## config.mk

```make
export PLATFORM = sky130hd
export DESIGN_NAME = btn_event_gen
export DESIGN_NICKNAME = d
export VERILOG_FILES = /design/src/rtl/btn_event_pkg.sv /design/src/rtl/btn_event_chan.sv /design/src/rtl/btn_event_gen.sv
export SDC_FILE = /design/constraint.sdc
export NUM_CORES = 1
export LEC_CHECK = 0
export CAP_MARGIN = 15
export CORE_ASPECT_RATIO = 1.5
export CORE_MARGIN = 4
export CORE_UTILIZATION = 30
export DETAILED_ROUTE_END_ITERATION = 8
export GPL_ROUTABILITY_DRIVEN = 0
export HOLD_SLACK_MARGIN = 0.06
export PLACE_DENSITY = 0.54
export SYNTH_ARGS = -nofsm -noshare
export SYNTH_HDL_FRONTEND = slang
export SYNTH_SLANG_ARGS = --single-unit
export TNS_END_PERCENT = 10
```

## constraint.sdc

```tcl
create_clock -name clk -period 3.6 [get_ports clk]
set_input_delay 0.72 -clock clk [delete_from_list [all_inputs] [get_ports clk]]
set_output_delay 0.72 -clock clk [all_outputs]
set_load 0.01 [all_outputs]
```

## src/rtl/btn_event_pkg.sv

```systemverilog
// btn_event_pkg: shared repeat-state type and counter sizing helpers for the button front end
package btn_event_pkg;

    typedef enum logic [1:0] {
        IDLE   = 2'd0,
        DELAY  = 2'd1,
        REPEAT = 2'd2
    } rpt_state_t;

    function automatic int cnt_width(input int n);
        return (n > 1) ? $clog2(n) : 1;
    endfunction

    function automatic int max_int(input int a, input int b);
        return (a > b) ? a : b;
    endfunction

endpackage

```

## src/rtl/btn_event_chan.sv

```systemverilog
// btn_event_chan: one button channel - synchroniser, debounce, edge pulses and hold-to-repeat
module btn_event_chan
    import btn_event_pkg::*;
#(
    parameter int SYNC_STAGES     = 2,
    parameter int DEBOUNCE_CYCLES = 1_000_000,
    parameter int REPEAT_DELAY    = 50_000_000,
    parameter int REPEAT_PERIOD   = 10_000_000
) (
    input  logic clk,
    input  logic rst_n,
    input  logic in,
    input  logic rpt_en,
    output logic level,
    output logic press,
    output logic rel,
    output logic held
);

    localparam int DW = cnt_width(DEBOUNCE_CYCLES);
    localparam int RW = cnt_width(max_int(REPEAT_DELAY, REPEAT_PERIOD));
    localparam logic [DW-1:0] D_TOP = DW'(DEBOUNCE_CYCLES - 1);
    localparam logic [RW-1:0] RD_TOP = RW'(REPEAT_DELAY - 1);
    localparam logic [RW-1:0] RP_TOP = RW'(REPEAT_PERIOD - 1);

    logic [SYNC_STAGES-1:0] sync;
    logic [DW-1:0] dcnt;
    logic [RW-1:0] rcnt, rcnt_d;
    logic lvl, s, fire, rise, fall, tick;
    rpt_state_t state, state_d;

    assign s     = sync[SYNC_STAGES-1];
    assign fire  = (s != lvl) && (dcnt == D_TOP);
    assign rise  = fire && s;
    assign fall  = fire && !s;
    assign level = lvl;
    assign held  = (state == REPEAT);

    // synchronise the pin, debounce it, and register the press/release pulses
    always_ff @(posedge clk or negedge rst_n) begin
        if (!rst_n) begin
            sync  <= '0;
            dcnt  <= '0;
            lvl   <= 1'b0;
            press <= 1'b0;
            rel   <= 1'b0;
        end else begin
            sync  <= {sync[SYNC_STAGES-2:0], in};
            dcnt  <= (s == lvl || fire) ? '0 : dcnt + 1'b1;
            lvl   <= fire ? s : lvl;
            press <= rise || tick;
            rel   <= fall;
        end
    end

    // repeat state and its cycle counter
    always_ff @(posedge clk or negedge rst_n) begin
        if (!rst_n) begin
            state <= IDLE;
            rcnt  <= '0;
        end else begin
            state <= state_d;
            rcnt  <= rcnt_d;
        end
    end

    // repeat sequencing; a release or disable wins over a coincident tick
    always_comb begin
        state_d = state;
        rcnt_d  = rcnt;
        tick    = 1'b0;
        case (state)
            IDLE: begin
                if (rise && rpt_en) begin
                    state_d = DELAY;
                    rcnt_d  = '0;
                end
            end
            DELAY: begin
                if (fall || !rpt_en) begin
                    state_d = IDLE;
                    rcnt_d  = '0;
                end else if (rcnt == RD_TOP) begin
                    state_d = REPEAT;
                    rcnt_d  = '0;
                    tick    = 1'b1;
                end else begin
                    rcnt_d = rcnt + 1'b1;
                end
            end
            REPEAT: begin
                if (fall || !rpt_en) begin
                    state_d = IDLE;
                    rcnt_d  = '0;
                end else if (rcnt == RP_TOP) begin
                    rcnt_d = '0;
                    tick   = 1'b1;
                end else begin
                    rcnt_d = rcnt + 1'b1;
                end
            end
            default: begin
                state_d = IDLE;
                rcnt_d  = '0;
            end
        endcase
    end

endmodule

```

## src/rtl/btn_event_gen.sv

```systemverilog
// btn_event_gen: array of independent debounced button channels with press/release/repeat events
module btn_event_gen
    import btn_event_pkg::*;
#(
    parameter int CHANNELS        = 5,
    parameter int SYNC_STAGES     = 2,
    parameter int DEBOUNCE_CYCLES = 1_000_000,
    parameter int REPEAT_DELAY    = 50_000_000,
    parameter int REPEAT_PERIOD   = 10_000_000
) (
    input  logic                clk,
    input  logic                rst_n,
    input  logic [CHANNELS-1:0] in,
    input  logic [CHANNELS-1:0] rpt_en,
    output logic [CHANNELS-1:0] level,
    output logic [CHANNELS-1:0] press,
    output logic [CHANNELS-1:0] rel,
    output logic [CHANNELS-1:0] held
);

    for (genvar i = 0; i < CHANNELS; i++) begin : g_chan
        btn_event_chan #(
            .SYNC_STAGES    (SYNC_STAGES),
            .DEBOUNCE_CYCLES(DEBOUNCE_CYCLES),
            .REPEAT_DELAY   (REPEAT_DELAY),
            .REPEAT_PERIOD  (REPEAT_PERIOD)
        ) u_chan (
            .clk   (clk),
            .rst_n (rst_n),
            .in    (in[i]),
            .rpt_en(rpt_en[i]),
            .level (level[i]),
            .press (press[i]),
            .rel   (rel[i]),
            .held  (held[i])
        );
    end

endmodule

```

==> impl_metrics.py, run 1 <==
metrics = {
    "clock_network": {
        "tritoncts": "yes",
        "clk_pin_slew_ns": 0.06,
        "h-tree-depth": 1,
        "cts_post_setup_buffers_inserted": 0,
        "clock_tree.root_cell": "clkbuf_16",
        "worst_skew_pair.late_latency_ns": 0.58,
        "ctsResizeCount": 0,
        "tritoncts.num_buffers": 30,
        "tritoncts_num_sinks": 265,
        "cts_buffer_depth": 3,
        "count_of_hold_fix_buffers_inserted_at_cts": 0,
    },
    "critical_path": {
        "endpoint_type_of_the_worst_setup_path": "flip-flop",
        "reg2reg_depth": 7,
        "worstPathMaxFanout": 26,
        "required_time_at_the_worst_slack_endpoint_ns": 4.10,
        "cp.arrival_ns": 3.52,
        "setup.worst_path.class": "flip-flop to flip-flop",
        "start_kind": "flip-flop",
    },
    "run": {
        "maxCapViolations": 0,
    },
    "route": {
        "wl_cell_um": 14.97,
        "post_drt_via_cell_ratio": 5.274,
        "detail-route-antenna-nets": 0,
        "drcViolationCount": 0,
        "dr.pass1.iters": 5,
        "dr_total_vias": 11730,
        "finalWirelength_mm": 33.30,
        "detail_route.iter0.violations": 710,
    },
    "grt": {
        "grt_max_degree": 79,
        "wire_length_of_the_first_global_routing_pass_mm": 57.53,
        "grt_overflow": 0,
        "grt_antenna_before_repair": 0,
        "grt_util_all_layers_pct": 13.10,
        "vias_in_the_first_global_route": 11884,
    },
    "pwr": {
        "power_density_nw_per_um2": 410.9,
        "static-leakage-power_nw": 6.475,
        "irDropWorstVdd_v": 0.0003453,
        "total_power_mw": 6.670,
    },
    "sta": {
        "worst_slew_pin_slew_ns": 0.9066,
        "layout_min_cycle_time_ns": 3.019,
        "fin_worst_skew_ns": 0.03202,
        "fin_setup_tns_ns": 0,
        "fin_ws_ns": 0.5807,
        "rsz_0062_raised_after_global_routing": "no",
        "portion_of_the_clock_cycle_consumed_by_the_worst_path_in_the_final_layout_pct": 83.87,
        "max_freq_mhz": 331.2,
        "relSlewSlack_pct": 39.56,
        "final-setup-viol-count": 0,
        "maxSlewViolCount": 0,
        "hold_viol": 0,
    },
    "synth": {
        "synth-edff-count": 0,
        "synthTopCellsByArea": "dfrtp_1 (46%), nand3_1 (5.9%), nand2_1 (5.1%)",
        "synth_cell_type_count": 64,
        "synth_largest_type_area_fraction_pct": 46.47,
        "ys.flop_type": "dfrtp_1",
        "synthesis_warnings": 0,
        "synth-async-reset-ratio_pct": 100.0,
        "synth.largest_area_cell": "dfrtp_1",
        "mappedNetlistArea_um2": 14270,
        "number_of_synthesized_register_bits": 265,
        "syn-num-nets": 1625,
        "syn-mean-instance-area_um2": 8.987,
        "postSynthCellCount": 1588,
        "synth_seq_area_share_pct": 46.47,
    },
    "finish": {
        "total_nets_final": 1647,
        "num_antenna_cells": 0,
        "post_route_cells_drive_above_1_share_pct": 5.337,
        "mostFrequentLayoutCells": "dfrtp_1 (265), nand2_1 (194), nand3_1 (169)",
        "final_common_cell": "dfrtp_1",
        "post_layout_nonfiller_instances": 2224,
        "final.fill_count": 4778,
        "flow.area_growth_from_synthesis_pct": 13.74,
    },
    "place": {
        "pre_cts_slack_ns": 0.3861,
        "place.detailed.hpwl_mm": 22.26,
        "i_o_buffers": 31,
        "dpl.cell_count": 2172,
    },
    "floorplan": {
        "core-area_um2": 46850,
        "die_w_um": 186.1,
        "num_io_pins": 32,
        "placementRows": 97,
        "floorplan.initialDensity_pct": 30.46,
        "fp.dieH_um": 275.1,
        "full_die_area_um2": 51200,
    },
    "worst_hold_path": {
        "worst_hold_path_type": "input pin to asynchronous set/reset pin",
    },
    "run_status": {
        "run_status": "complete, no violations",
    },
}
-- through the flow --
stage | utilization [%] | hold slack [ns] | instance area [um2]
after global placement | 32.51 | 0.3321 | 15230
final | 34.65 | 0.1292 | 16230
after CTS | 34.65 | 0.1556 | 16230
after global routing | 34.65 | 0.1898 | 16230
after detailed placement | 32.51 | 0.3362 | 15230
after floorplan | - | 0.3312 | 14270
-- worst paths after layout --
check,from,endpoint,slack [ns]
max,g_chan[3].u_chan.dcnt[0],g_chan[3].u_chan.rcnt[22],0.58
min,rst_n,g_chan[4].u_chan.sync[1],0.13
max reg2reg,g_chan[3].u_chan.dcnt[0],g_chan[3].u_chan.rcnt[22],0.58
min reg2reg,g_chan[2].u_chan.sync[0],g_chan[2].u_chan.sync[1],0.35
max in group asynchronous,rst_n,g_chan[0].u_chan.dcnt[0],2.60
min in group clk,g_chan[2].u_chan.sync[0],g_chan[2].u_chan.sync[1],0.35
-- synth_stat cells (9+ instances only) --
cell / count
nor3b_1: 10
nor4_1: 34
o21ai_0: 77
and2_1: 10
ha_1: 25
nor2_1: 154
clkbuf_1: 43
or4_1: 16
dfrtp_1: 265
o311ai_0: 39
nor2b_1: 10
xnor2_1: 29
buf_4: 20
nand2_1: 194
or3_1: 54
o211ai_1: 11
and4_1: 16
nor3_1: 23
nand2b_1: 11
a21oi_1: 31
or2_2: 9
xor2_1: 57
nand3_1: 169
inv_1: 52
a21o_1: 26
and3_1: 26
nand4_1: 67
-- registers in the layout, indices dropped and copies added, names as in the netlist --
register             count
g_chan.u_chan.dcnt     100
g_chan.u_chan.rel        5
g_chan.u_chan.rcnt     130
g_chan.u_chan.state     10
g_chan.u_chan.press      5
g_chan.u_chan.sync      10
g_chan.u_chan.level      5
-- per-layer routing --
metal  GRT usage (%)  up-vias  wire length, um
met5               0        -                0
met4           3.991        0              762
met3           1.693       47              977
met2           24.41      147            17520
met1           15.48     5729            14040
li1                -     5807                -
-- worst max-delay path: stages, from the launching register on --
cell     delay, ns
dfrtp_1       0.39
ha_1          0.20
nand3_1       0.21
or4_4         0.61
o31a_1        0.33
a211o_1       0.53
or4_1         0.59
o21ai_0       0.08
-- logic make-up (layout without fill, tap and decap cells) --
group           after synthesis  count (layout)  share of synthesized area, %
simple gates                833             833                         29.89
compound gates              253             253                         11.93
flops                       265             265                         46.47
buf+inv                     118             160                         3.647
fa+ha+maj                    25              25                         2.192
xor+xnor                     86              86                         5.278
mux                           8               8                        0.5962
-- power by group --
| part | leakage, nW | switching (mW) | internal (mW) |
|---|---|---|---|
| combinational | 2.32 | 0.333 | 0.150 |
| clock | 0.491 | 1.25 | 1.88 |
| sequential | 3.67 | 0.0324 | 3.02 |
| total | 6.48 | 1.62 | 5.05 |
-- layout make-up --
type | instances | area, um2 | share of cell area (%)
flip-flops and latches | 265 | 6631 | 40.85
repair buffers | 56 | 540.5 | 3.330
clock buffers | 45 | 877.1 | 5.404
well taps | 594 | 743.2 | 4.579
clock inverters | 7 | 125.1 | 0.7708
multi-input cells | 1205 | 7119 | 43.86
inverters | 52 | 195.2 | 1.202
Note: power is estimated with default switching activity, not from simulation.
==> inputs of run 2 (changes only) <==
==> constraint.sdc (replaced) <==
create_clock -name clk -period 2.8 [get_ports clk]
set_input_delay 0.56 -clock clk [delete_from_list [all_inputs] [get_ports clk]]
set_output_delay 0.56 -clock clk [all_outputs]
set_load 0.01 [all_outputs]
==> run 2 against run 1 <==
Compared with the run above: core utilization up 0.73 points; sequential power up 29%; largest cell class unchanged; critical endpoint unchanged; first-iteration DRC count down 14%; non-clock buffer count up 48; via count up 1.8%; clock power up 25%; clock skew down 0.017 ns; routed wire length up 1.3%; final area up 2.1%; flip-flop and latch count unchanged.
==> impl_metrics.py, run 2 (same netlist as run 1, synthesis figures left out) <==
metrics = {
    "run_status": {
        "run_status": "complete, no violations",
    },
    "pwr": {
        "power.clock.fraction_pct": 46.1,
        "static-leakage-power_nw": 6.699,
        "combPwrFrac_pct": 7.7,
        "power_density_nw_per_um2": 512.8,
        "internal_power_mw": 6.426,
        "power_switching_mw": 2.072,
        "irDropWorstVdd_v": 0.0003940,
        "seq_power_share_pct": 46.1,
        "total_power_mw": 8.498,
        "switching_share_pct": 24.38,
    },
    "sta": {
        "fin_ws_ns": 0.09513,
        "relSlewSlack_pct": 57.06,
        "fin_worst_skew_ns": 0.01493,
        "max_freq_mhz": 369.7,
        "fin_worst_hold_slack_ns": 0.3468,
        "final-setup-viol-count": 0,
        "worst_slew_pin_slew_ns": 0.6425,
        "layout_min_cycle_time_ns": 2.705,
        "hold_viol": 0,
        "maxSlewViolCount": 0,
        "fin_setup_tns_ns": 0,
        "portion_of_the_clock_cycle_consumed_by_the_worst_path_in_the_final_layout_pct": 96.60,
    },
    "place": {
        "dpl.cell_count": 2217,
        "dpl_cell_area_um2": 15570,
        "place.detailed.hpwl_mm": 23.55,
        "pre_cts_slack_ns": -0.1680,
        "i_o_buffers": 31,
    },
    "finish": {
        "num_antenna_cells": 0,
        "reg_top3": "g_chan.u_chan.rcnt x130, g_chan.u_chan.dcnt x100",
        "mostFrequentLayoutCells": "dfrtp_1 (265), nand2_1 (194), nand3_1 (169)",
        "final_core_utilization_pct": 35.37,
        "design_area_um2": 16570,
        "largest_reg_flops": 130,
        "total_nets_final": 1694,
        "post_route_cells_drive_above_1_share_pct": 8.164,
        "flow.area_growth_from_synthesis_pct": 16.12,
        "final_common_cell": "dfrtp_1",
        "post_layout_nonfiller_instances": 2272,
        "top_register": "g_chan.u_chan.rcnt",
    },
    "worst_hold_path": {
        "worst_hold_path_type": "flip-flop to flip-flop",
    },
    "clock_network": {
        "cts_buffer_depth": 3,
        "h-tree-depth": 1,
        "clk_pin_slew_ns": 0.06,
        "clock_tree.root_cell": "clkbuf_16",
        "worst_skew_pair.late_latency_ns": 0.56,
        "tritoncts": "yes",
        "tritoncts_num_sinks": 265,
        "tritoncts.num_buffers": 29,
    },
    "grt": {
        "globalRouteMet3Util_pct": 1.561,
        "wire_length_of_the_first_global_routing_pass_mm": 58.98,
        "grt_max_degree": 57,
        "grt_use_met2_pct": 25.20,
        "grt-busiest-layer": "met2",
        "vias_in_the_first_global_route": 12201,
        "grt_overflow": 0,
        "grt_antenna_before_repair": 0,
        "grt_util_all_layers_pct": 13.40,
        "globalRouteMet1Util_pct": 15.83,
    },
    "floorplan": {
        "floorplan.initialDensity_pct": 30.46,
        "die_w_um": 186.1,
        "full_die_area_um2": 51200,
        "num_io_pins": 32,
        "placementRows": 97,
        "core-area_um2": 46850,
        "fp.dieH_um": 275.1,
    },
    "critical_path": {
        "endpoint_type_of_the_worst_setup_path": "flip-flop",
        "start_kind": "flip-flop",
        "required_time_at_the_worst_slack_endpoint_ns": 3.28,
        "setup.worst_path.class": "flip-flop to flip-flop",
        "worstPathMaxFanout": 10,
        "cp.arrival_ns": 3.19,
    },
    "run": {
        "maxCapViolations": 0,
    },
    "route": {
        "wl_cell_um": 14.85,
        "post_drt_via_cell_ratio": 5.257,
        "drcViolationCount": 0,
        "dr.pass1.iters": 5,
        "detail_route.iter0.violations": 613,
        "finalWirelength_mm": 33.75,
        "dr_total_vias": 11943,
        "detail-route-antenna-nets": 0,
    },
}
==> run 2: changes by cell type in the layout (fill, tap and decap cells not counted), moves of 2 or more <==
| cell | before | now |
|---|---|---|
| buf_4 | 22 | 69 |
| clkinv_2 | 2 | 5 |
| a211o_1 | 4 | 2 |
| o311ai_0 | 39 | 37 |
| o311ai_1 | 1 | 3 |
==> run 2: power groups by stage <==
stage | Clock, mW | Combinational [mW] | Sequential (mW)
2_1_floorplan | 0 | 0.377 | 3.98
3_3_place_gp | 0 | 0.654 | 3.99
3_5_place_dp | 0 | 0.665 | 3.99
4_1_cts | 4.07 | 0.669 | 3.92
5_1_grt | 4.21 | 0.748 | 3.93
6_report | 3.92 | 0.656 | 3.92
==> run 2: final cells by class <==
type	count	area [um2]
clock buffers	43	838.3
clock inverters	9	123.9
fillers	4815	30280
inverters	52	195.2
multi-input cells	1205	7137
flip-flops and latches	265	6631
well taps	594	743.2
repair buffers	104	903.4
==> run 2: path summary, 6_finish.rpt <==
path | start | end | cells past startpoint | slack [ns]
max reg2reg | g_chan[3].u_chan.dcnt[7] | g_chan[3].u_chan.rcnt[22] | 6 | 0.1
min | g_chan[1].u_chan.sync[0] | g_chan[1].u_chan.sync[1] | 0 | 0.35
max in group asynchronous | rst_n | g_chan[3].u_chan.dcnt[10] | 3 | 1.53
max | g_chan[3].u_chan.dcnt[7] | g_chan[3].u_chan.rcnt[22] | 6 | 0.1
min reg2reg | g_chan[1].u_chan.sync[0] | g_chan[1].u_chan.sync[1] | 0 | 0.35
min in group asynchronous | rst_n | g_chan[4].u_chan.rcnt[14] | 2 | 0.52
==> run 2: timing repair <==
action,CTS,global route
setup endpoints to repair,1,34
gates cloned,0,0
pin swaps,0,2
gates resized for setup,1,5
setup buffers,0,2
hold endpoints to repair,49,0
hold buffers,1,0
==> run 2: worst max-delay path: stages, from the launching register on <==
cell and delay [ns]:
dfrtp_1 0.37, or4b_1 0.54, or4_4 0.43, o31a_1 0.34, a211o_4 0.33, or4_1 0.51
o21ai_0 0.09
==> run 2: routing by layer <==
layer | part of all wire [%] | wire length, um | vias to the layer above
met4 | 2.1 | 716 | 0
met5 | 0 | 0 | -
met3 | 2.6 | 865 | 49
met2 | 53 | 18020 | 133
met1 | 42 | 14140 | 5850
li1 | - | - | 5911
==> inputs of run 3 (changes only) <==
--- a/config.mk
+++ b/config.mk
@@ -5,13 +5,14 @@
 export SDC_FILE = /design/constraint.sdc
 export NUM_CORES = 1
 export LEC_CHECK = 0
+export ABC_CLOCK_PERIOD_IN_PS = 2500
 export CAP_MARGIN = 15
 export CORE_ASPECT_RATIO = 1.5
 export CORE_MARGIN = 4
 export CORE_UTILIZATION = 30
 export DETAILED_ROUTE_END_ITERATION = 8
 export GPL_ROUTABILITY_DRIVEN = 0
-export HOLD_SLACK_MARGIN = 0.06
+export HOLD_SLACK_MARGIN = 0.03
 export PLACE_DENSITY = 0.54
 export SYNTH_ARGS = -nofsm -noshare
 export SYNTH_HDL_FRONTEND = slang
==> constraint.sdc (replaced) <==
create_clock -name clk -period 2.5 [get_ports clk]
set_input_delay 0.5 -clock clk [delete_from_list [all_inputs] [get_ports clk]]
set_output_delay 0.5 -clock clk [all_outputs]
set_load 0.01 [all_outputs]
==> run 3 against run 2 <==
Compared with the run above: the run now ends with setup timing left; critical endpoint is now g_chan[3].u_chan.rcnt[14]; clock skew rose by 0.015 ns; first-iteration DRC count rose by 22%; worst hold slack improved by 0.0012 ns; worst setup slack got worse by 0.22 ns; flip-flop and latch count did not move; combinational power rose by 15%; die area did not move; via count rose by 3.1%; critical path type unchanged; highest routed layer unchanged; clock power rose by 18%; largest cell class unchanged; final area rose by 5.4%.
==> impl_metrics.py, run 3 (same netlist as run 1, synthesis figures left out) <==
metrics = {
    "finish": {
        "top_register": "g_chan.u_chan.rcnt",
        "final_core_utilization_pct": 37.30,
        "reg_top3": "g_chan.u_chan.rcnt x130, g_chan.u_chan.dcnt x100",
        "final_common_cell": "dfrtp_1",
        "mostFrequentLayoutCells": "dfrtp_1 (265), nand2_1 (194), nand3_1 (167)",
        "post_layout_nonfiller_instances": 2348,
        "design_area_um2": 17470,
        "num_antenna_cells": 0,
        "largest_reg_flops": 130,
        "total_nets_final": 1770,
        "flow.area_growth_from_synthesis_pct": 22.44,
        "post_route_cells_drive_above_1_share_pct": 14.03,
    },
    "critical_path": {
        "required_time_at_the_worst_slack_endpoint_ns": 3.02,
        "worstPathMaxFanout": 9,
        "endpoint_type_of_the_worst_setup_path": "flip-flop",
        "setup.worst_path.class": "flip-flop to flip-flop",
        "worst_path_largest_cell_delay_ns": 0.53,
        "reg2reg_depth": 7,
        "cp.arrival_ns": 3.14,
        "start_kind": "flip-flop",
        "crit_path_cell_trace": "or4b_4 > or4_4 > o31a_1 > a211o_4 > buf_4 > or3_1 > nand3_1",
        "worst_path_max_delay_cell": "or4b_4",
    },
    "run": {
        "maxCapViolations": 0,
    },
    "clock_network": {
        "worst_skew_pair.late_latency_ns": 0.58,
        "tritoncts_num_sinks": 265,
        "cts_buffer_depth": 3,
        "tritoncts.num_buffers": 28,
        "clk_pin_slew_ns": 0.06,
        "tritoncts": "yes",
        "clock_tree.root_cell": "clkbuf_16",
        "h-tree-depth": 1,
    },
    "route": {
        "drcViolationCount": 0,
        "detail_route.iter0.violations": 745,
        "post_drt_via_cell_ratio": 5.245,
        "dr.pass1.iters": 5,
        "dr_total_vias": 12315,
        "wl_cell_um": 14.93,
        "finalWirelength_mm": 35.05,
        "detail-route-antenna-nets": 0,
    },
    "run_status": {
        "failed_checks": "setup timing",
        "run_status": "finished with violations",
    },
    "worst_hold_path": {
        "hold_depth": 0,
        "worst_hold_path_type": "flip-flop to flip-flop",
    },
    "floorplan": {
        "full_die_area_um2": 51200,
        "floorplan.initialDensity_pct": 30.46,
        "num_io_pins": 32,
        "core-area_um2": 46850,
        "die_w_um": 186.1,
        "fp.dieH_um": 275.1,
        "placementRows": 97,
    },
    "place": {
        "i_o_buffers": 31,
        "dpl.cell_count": 2286,
        "place.detailed.hpwl_mm": 24.54,
        "dpl_cell_area_um2": 16150,
    },
    "sta": {
        "rsz_0062_raised_after_global_routing": "yes",
        "hold_viol": 0,
        "fin_ws_ns": -0.1277,
        "worst_slew_pin_slew_ns": 0.8311,
        "layout_min_cycle_time_ns": 2.628,
        "fin_worst_hold_slack_ns": 0.3480,
        "relSlewSlack_pct": 44.60,
        "maxSlewViolCount": 0,
        "portion_of_the_clock_cycle_consumed_by_the_worst_path_in_the_final_layout_pct": 105.1,
        "max_freq_mhz": 380.6,
        "fin_worst_skew_ns": 0.03030,
        "final-setup-viol-count": 17,
    },
    "grt": {
        "grt_max_degree": 62,
        "vias_in_the_first_global_route": 12703,
        "grt_antenna_before_repair": 0,
        "grt_overflow": 0,
        "wire_length_of_the_first_global_routing_pass_mm": 59.94,
        "grt_util_all_layers_pct": 13.64,
    },
    "pwr": {
        "total_power_mw": 9.759,
        "power_density_nw_per_um2": 558.5,
        "static-leakage-power_nw": 7.182,
        "irDropWorstVdd_v": 0.0005516,
    },
}
-- run 3: layer usage --
metal | vias to the layer above | GRT usage [%] | part of all wire, %
li1 | 6058 | - | -
met1 | 6054 | 15.27 | 41
met2 | 141 | 26.20 | 54
met3 | 62 | 1.574 | 2.5
met4 | 0 | 4.816 | 2.9
met5 | - | 0 | 0
-- run 3: final cells by class --
| class | count | area (um2) |
|---|---|---|
| inverters | 52 | 195.2 |
| clock buffers | 39 | 812.0 |
| multi-input cells | 1205 | 7291 |
| clock inverters | 12 | 215.2 |
| repair buffers | 181 | 1585 |
| fillers | 4712 | 29370 |
| well taps | 594 | 743.2 |
| flip-flops and latches | 265 | 6631 |
-- run 3: repair_timing --
action | in CTS | in global routing
setup buffers | 2 | 7
hold buffers | 1 | 0
pin swaps | 3 | 9
hold endpoints to repair | 38 | 0
endpoints found under the setup margin | 51 | 92
gates resized for setup | 23 | 27
gates cloned | 0 | 1
-- run 3: power by group --
group	switching (mW)	leakage [nW]	internal (mW)	total, mW
Combinational	0.496	3.02	0.259	0.755
Sequential	0.0434	3.67	4.34	4.39
Clock	1.83	0.498	2.79	4.62
Total	2.37	7.18	7.39	9.76
-- run 3: path summary, 6_finish.rpt --
| kind | startpoint | to | slack [ns] |
|---|---|---|---|
| min in group asynchronous | rst_n | g_chan[2].u_chan.dcnt[10] | 0.41 |
| worst max register to register | g_chan[3].u_chan.dcnt[7] | g_chan[3].u_chan.rcnt[14] | -0.13 |
| worst min register to register | g_chan[0].u_chan.sync[0] | g_chan[0].u_chan.sync[1] | 0.35 |
| max in group asynchronous | rst_n | g_chan[4].u_chan.rel | 1.33 |
| worst max-delay path | g_chan[3].u_chan.dcnt[7] | g_chan[3].u_chan.rcnt[14] | -0.13 |
| worst min-delay path | g_chan[0].u_chan.sync[0] | g_chan[0].u_chan.sync[1] | 0.35 |
-- run 3: per-stage QoR --
step                setup TNS [ns]  setup slack [ns]
global route                -4.153           -0.2086
CTS                        -0.9708           -0.1345
global placement            -8.695           -0.3073
detailed placement          -10.80           -0.2993
floorplan                  -0.8278          -0.08263
finish                      -1.042           -0.1277
-- run 3: worst max-delay path: cells and delay by family, from the launching register on --
kind / cells / cell delay (ns)
flops: 1 / 0.37
simple gates: 4 / 1.39
buf+inv: 1 / 0.19
compound gates: 2 / 0.61
